## src/rtl/serial_subtractor.sv

```systemverilog
// Bit-serial WIDTH-bit subtractor (diff = a - b), LSB first, one full-subtractor cell,
// valid/ready handshakes on both the operand and the result side.
module serial_subtractor #(
  parameter int WIDTH = 8
) (
  input  logic             clk,
  input  logic             rst_n,
  input  logic             start_valid,
  output logic             start_ready,
  input  logic [WIDTH-1:0] a_in,
  input  logic [WIDTH-1:0] b_in,
  output logic             result_valid,
  input  logic             result_ready,
  output logic [WIDTH-1:0] diff_out,
  output logic             borrow_out,
  output logic             ovf_out,
  output logic             busy
);

  localparam int CNT_W = (WIDTH > 1) ? $clog2(WIDTH) : 1;

  typedef enum logic [1:0] {IDLE, RUN, DONE} state_t;

  state_t           state_q, state_d;
  logic [WIDTH-1:0] a_sh_q, a_sh_d;
  logic [WIDTH-1:0] b_sh_q, b_sh_d;
  logic [WIDTH-1:0] diff_sh_q, diff_sh_d;
  logic [WIDTH-1:0] diff_out_q, diff_out_d;
  logic [CNT_W-1:0] cnt_q, cnt_d;
  logic             borrow_q, borrow_d;
  logic             a_msb_q, a_msb_d;
  logic             b_msb_q, b_msb_d;
  logic             borrow_out_q, borrow_out_d;
  logic             ovf_q, ovf_d;
  logic             d_bit;
  logic             b_out_bit;

  always_comb begin
    d_bit     = a_sh_q[0] ^ b_sh_q[0] ^ borrow_q;
    b_out_bit = (~a_sh_q[0] & b_sh_q[0]) | (~(a_sh_q[0] ^ b_sh_q[0]) & borrow_q);
  end

  always_comb begin
    state_d      = state_q;
    a_sh_d       = a_sh_q;
    b_sh_d       = b_sh_q;
    diff_sh_d    = diff_sh_q;
    diff_out_d   = diff_out_q;
    cnt_d        = cnt_q;
    borrow_d     = borrow_q;
    a_msb_d      = a_msb_q;
    b_msb_d      = b_msb_q;
    borrow_out_d = borrow_out_q;
    ovf_d        = ovf_q;
    unique case (state_q)
      IDLE: begin
        if (start_valid) begin
          a_sh_d    = a_in;
          b_sh_d    = b_in;
          a_msb_d   = a_in[WIDTH-1];
          b_msb_d   = b_in[WIDTH-1];
          diff_sh_d = '0;
          borrow_d  = 1'b0;
          cnt_d     = '0;
          state_d   = RUN;
        end
      end
      RUN: begin
        a_sh_d               = a_sh_q >> 1;
        b_sh_d               = b_sh_q >> 1;
        diff_sh_d            = diff_sh_q >> 1;
        diff_sh_d[WIDTH-1]   = d_bit;
        borrow_d             = b_out_bit;
        cnt_d                = cnt_q + 1'b1;
        // Last bit: publish the result registers only now so they stay frozen otherwise
        if (cnt_q == CNT_W'(WIDTH - 1)) begin
          diff_out_d   = diff_sh_d;
          borrow_out_d = b_out_bit;
          ovf_d        = (a_msb_q != b_msb_q) && (d_bit != a_msb_q);
          state_d      = DONE;
        end
      end
      DONE: begin
        if (result_ready) state_d = IDLE;
      end
      default: state_d = IDLE;
    endcase
  end

  always_ff @(posedge clk or negedge rst_n) begin
    if (!rst_n) begin
      state_q      <= IDLE;
      a_sh_q       <= '0;
      b_sh_q       <= '0;
      diff_sh_q    <= '0;
      diff_out_q   <= '0;
      cnt_q        <= '0;
      borrow_q     <= 1'b0;
      a_msb_q      <= 1'b0;
      b_msb_q      <= 1'b0;
      borrow_out_q <= 1'b0;
      ovf_q        <= 1'b0;
    end else begin
      state_q      <= state_d;
      a_sh_q       <= a_sh_d;
      b_sh_q       <= b_sh_d;
      diff_sh_q    <= diff_sh_d;
      diff_out_q   <= diff_out_d;
      cnt_q        <= cnt_d;
      borrow_q     <= borrow_d;
      a_msb_q      <= a_msb_d;
      b_msb_q      <= b_msb_d;
      borrow_out_q <= borrow_out_d;
      ovf_q        <= ovf_d;
    end
  end

  assign start_ready  = (state_q == IDLE);
  assign result_valid = (state_q == DONE);
  assign busy         = (state_q != IDLE);
  assign diff_out     = diff_out_q;
  assign borrow_out   = borrow_out_q;
  assign ovf_out      = ovf_q;

endmodule

```

## config.mk

```make
export PLATFORM = sky130hd
export DESIGN_NAME = serial_subtractor
export DESIGN_NICKNAME = d
export VERILOG_FILES = /design/src/rtl/serial_subtractor.sv
export SDC_FILE = /design/constraint.sdc
export NUM_CORES = 1
export LEC_CHECK = 0
export ABC_AREA = 1
export BUFFER_PORTS_ARGS = -buffer_cell sky130_fd_sc_hd__buf_4
export CORE_UTILIZATION = 24
export DETAILED_ROUTE_END_ITERATION = 10
export PLACE_DENSITY = 0.39
export REMOVE_ABC_BUFFERS = 1
export SLEW_MARGIN = 0
export SYNTH_ARGS = -nofsm -noshare
export SYNTH_HDL_FRONTEND = slang
export SYNTH_SLANG_ARGS = --single-unit
```

## constraint.sdc

```tcl
create_clock -name clk -period 1.6 [get_ports clk]
set_input_delay 0.32 -clock clk [delete_from_list [all_inputs] [get_ports clk]]
set_output_delay 0.32 -clock clk [all_outputs]
set_load 0.05 [all_outputs]
```

==> metrics.yaml <==
initial_utilization: 0.2519
port_buffers: 32
status: "finished clean"
cts_setup_buffers: 0
wirelength_mm: 4.281
htree_levels: 2
viasPerCell: 4.111
setup_violations: 0
avgSynthCellArea_sq_um: 8.319
clk_pin_slew_worst_paths_ns: 0.09
ant_nets: 0
critPathRequiredTime_ns: 1.28
synth_flop_cell: "dfrtp_1"
cp_top_family: "flip-flops"
place_area_sq_um: 2201
yosys-top-cells-area: "dfrtp_1 56%, nand2_1 22%, o21ai_0 6.0%"
dp.final_hpwl_mm: 2.859
synth_top_cell_by_area: "dfrtp_1"
crit_buf_inv: 2
crit_type: "flop to output port"
drtPass1Iterations: 4
power-per-cell-area_nw_per_um2: 1925
num_antenna_cells: 0
post-route-min-period_ns: 1.507
synth_cells: 222
antenna_found_initial: 0
cp_slowest_stage_delay_ns: 0.49
synth_cell_type_count: 15
ys_seq_elements: 41
slowest_stage: "dfrtp_2"
synthMuxAreaShare: 0
maxCapViolCount: 0
fin_hold_ws_ns: 0.004804
rr_endpoint: "diff_out[5]"
clock_path_buffers: 2
ys_seq_area_frac: 0.5556
final_layout_size_suffix_gt1_frac: 0.2038
grt_pass1_vias: 1513
ys_warn_count: 0
yosys.area_share.simple: 0.2703
finalWorstSetupSlack_ns: 0.09320
post-place-ws_ns: 0.2195
endpoint_kind: "output port"
leakage_nw: 1.210
seq_area_sq_um: 1027
place.gp.congestion: 0.7108
synthTopCellsByCount: "106 x nand2_1, 41 x dfrtp_1, 22 x o21ai_0"
wire_per_inst_microns: 11.92
syn_area_sq_um: 1847
grt_usage: 0.1139
totalPowerFinal_mw: 4.420
period_share: 0.9417
ff2ff_path_depth: 4
drc: 0
synth_adder_area_share: 0.02439
slew_headroom: 0.6341
drv_slew: 0
drt_iter0_markers: 30
crit_fanout: 7
finalHoldViolations: 0
die_w_microns: 89.72
row_count: 31
tightest_slew_ns: 0.5489
clock_skew_ns: 0.009083
fillers: 794
nets: 282
final_util: 0.3132
rsz0062_at_grt: "no"
die_area_sq_um: 8050
grt_pass1_wl_mm: 7.272
multiInputGateArea_sq_um: 685.7
critPathArrivalTime_ns: 1.19
hold_path.class: "input pin to async pin"
synth_top_family_by_area: "simple AND/OR/NAND/NOR gates"
grt-ovfl-total: 0
synth-edff-count: 0
path_cells: "nor2_4 > inv_1 > buf_4"
core_sq_um: 7331
ios: 33
synthMostInstantiatedCell: "nand2_1"
synth_compound_area_frac: 0.07249
synthArstFlopShare: 1.000
cts_buffers: 5
fmax_ghz: 0.6637
clk_latency_ns: 0.30
stdcell_area_sq_um: 2296
cts_tree: "done"
r2r_slack_ns: 0.23
root_buffer: "clkbuf_8"
cts_num_sinks: 41
yosysTopAreaCellShare: 0.5556
startpoint_type: "flop"
chipHeight_microns: 89.72
area_growth_pct: 24.32
grt_max_degree: 42
ir_drop_uv: 504.5
vias: 1476
r2r_start: "cnt_q[0]"
synth_xor_area_frac: 0
power breakdown:
group	leakage, nW	total (mW)	internal (mW)	switching [mW]
Clock	0.0439	0.691	0.302	0.389
Combinational	0.639	2.01	0.703	1.31
Sequential	0.527	1.72	1.47	0.251
Total	1.21	4.42	2.47	1.95
metal layers:
layer	wire, microns	GRT usage
met5	0	0
met4	31	0.04098
met3	155	0.02707
met2	1946	0.1840
met1	2146	0.1483
worst max-delay path by stage:
stage / start / end / slack (ns) / cells after the start
floorplan: state_q[0] / busy / -0.52 / 2
CTS: state_q[0] / busy / 0.04 / 3
global route: state_q[0] / busy / 0.03 / 3
global placement: cnt_q[0] / state_q[1] / 0.22 / 4
finish: state_q[0] / busy / 0.09 / 3
detailed placement: cnt_q[0] / diff_out[5] / 0.22 / 4
layout by cell type (no fill, tap or decap), drive strengths merged:
cell      Yosys  final
clkinvlp      0      1
nand3        16     16
ha            2      2
dfrtp        41     41
buf           9     39
clkbuf        0      5
o31ai         1      1
inv          18     18
fa            1      1
clkinv        0      2
o21ai        23     23
nand2       107    107
nor2          4      4
final cells by class:
type	instances	share of cell area
tap	99	0.05395
timing repair buffer	39	0.1330
multi-input combinational	154	0.2986
inverter	18	0.02943
clock inverter	3	0.007629
clock buffer	5	0.02997
sequential	41	0.4474
cell families (layout without fill, tap and decap cells):
family,count (synthesis),after routing
flops,41,41
fa+ha+maj,3,3
buf+inv,27,65
simple gates,127,127
compound gates,24,24
registers in the layout (all words and copies together) (netlist names), 2 cells and up:
signal	flops
diff_sh_q	7
state_q	2
b_sh_q	8
cnt_q	3
diff_out	8
a_sh_q	8
stage by stage:
stage	cells	setup TNS, ns
after floorplan	213	-1.914
after global placement	351	0
after detailed placement	351	0
after CTS	359	0
after global routing	359	0
final	359	0
repair_timing:
| action | in CTS | in global routing |
|---|---|---|
| endpoints found under the setup margin | 2 | 1 |
| hold buffers | 0 | 0 |
| endpoints found under the hold margin | 0 | 0 |
| gates resized for setup | 2 | 1 |
Power figures use the tool's default switching activity.
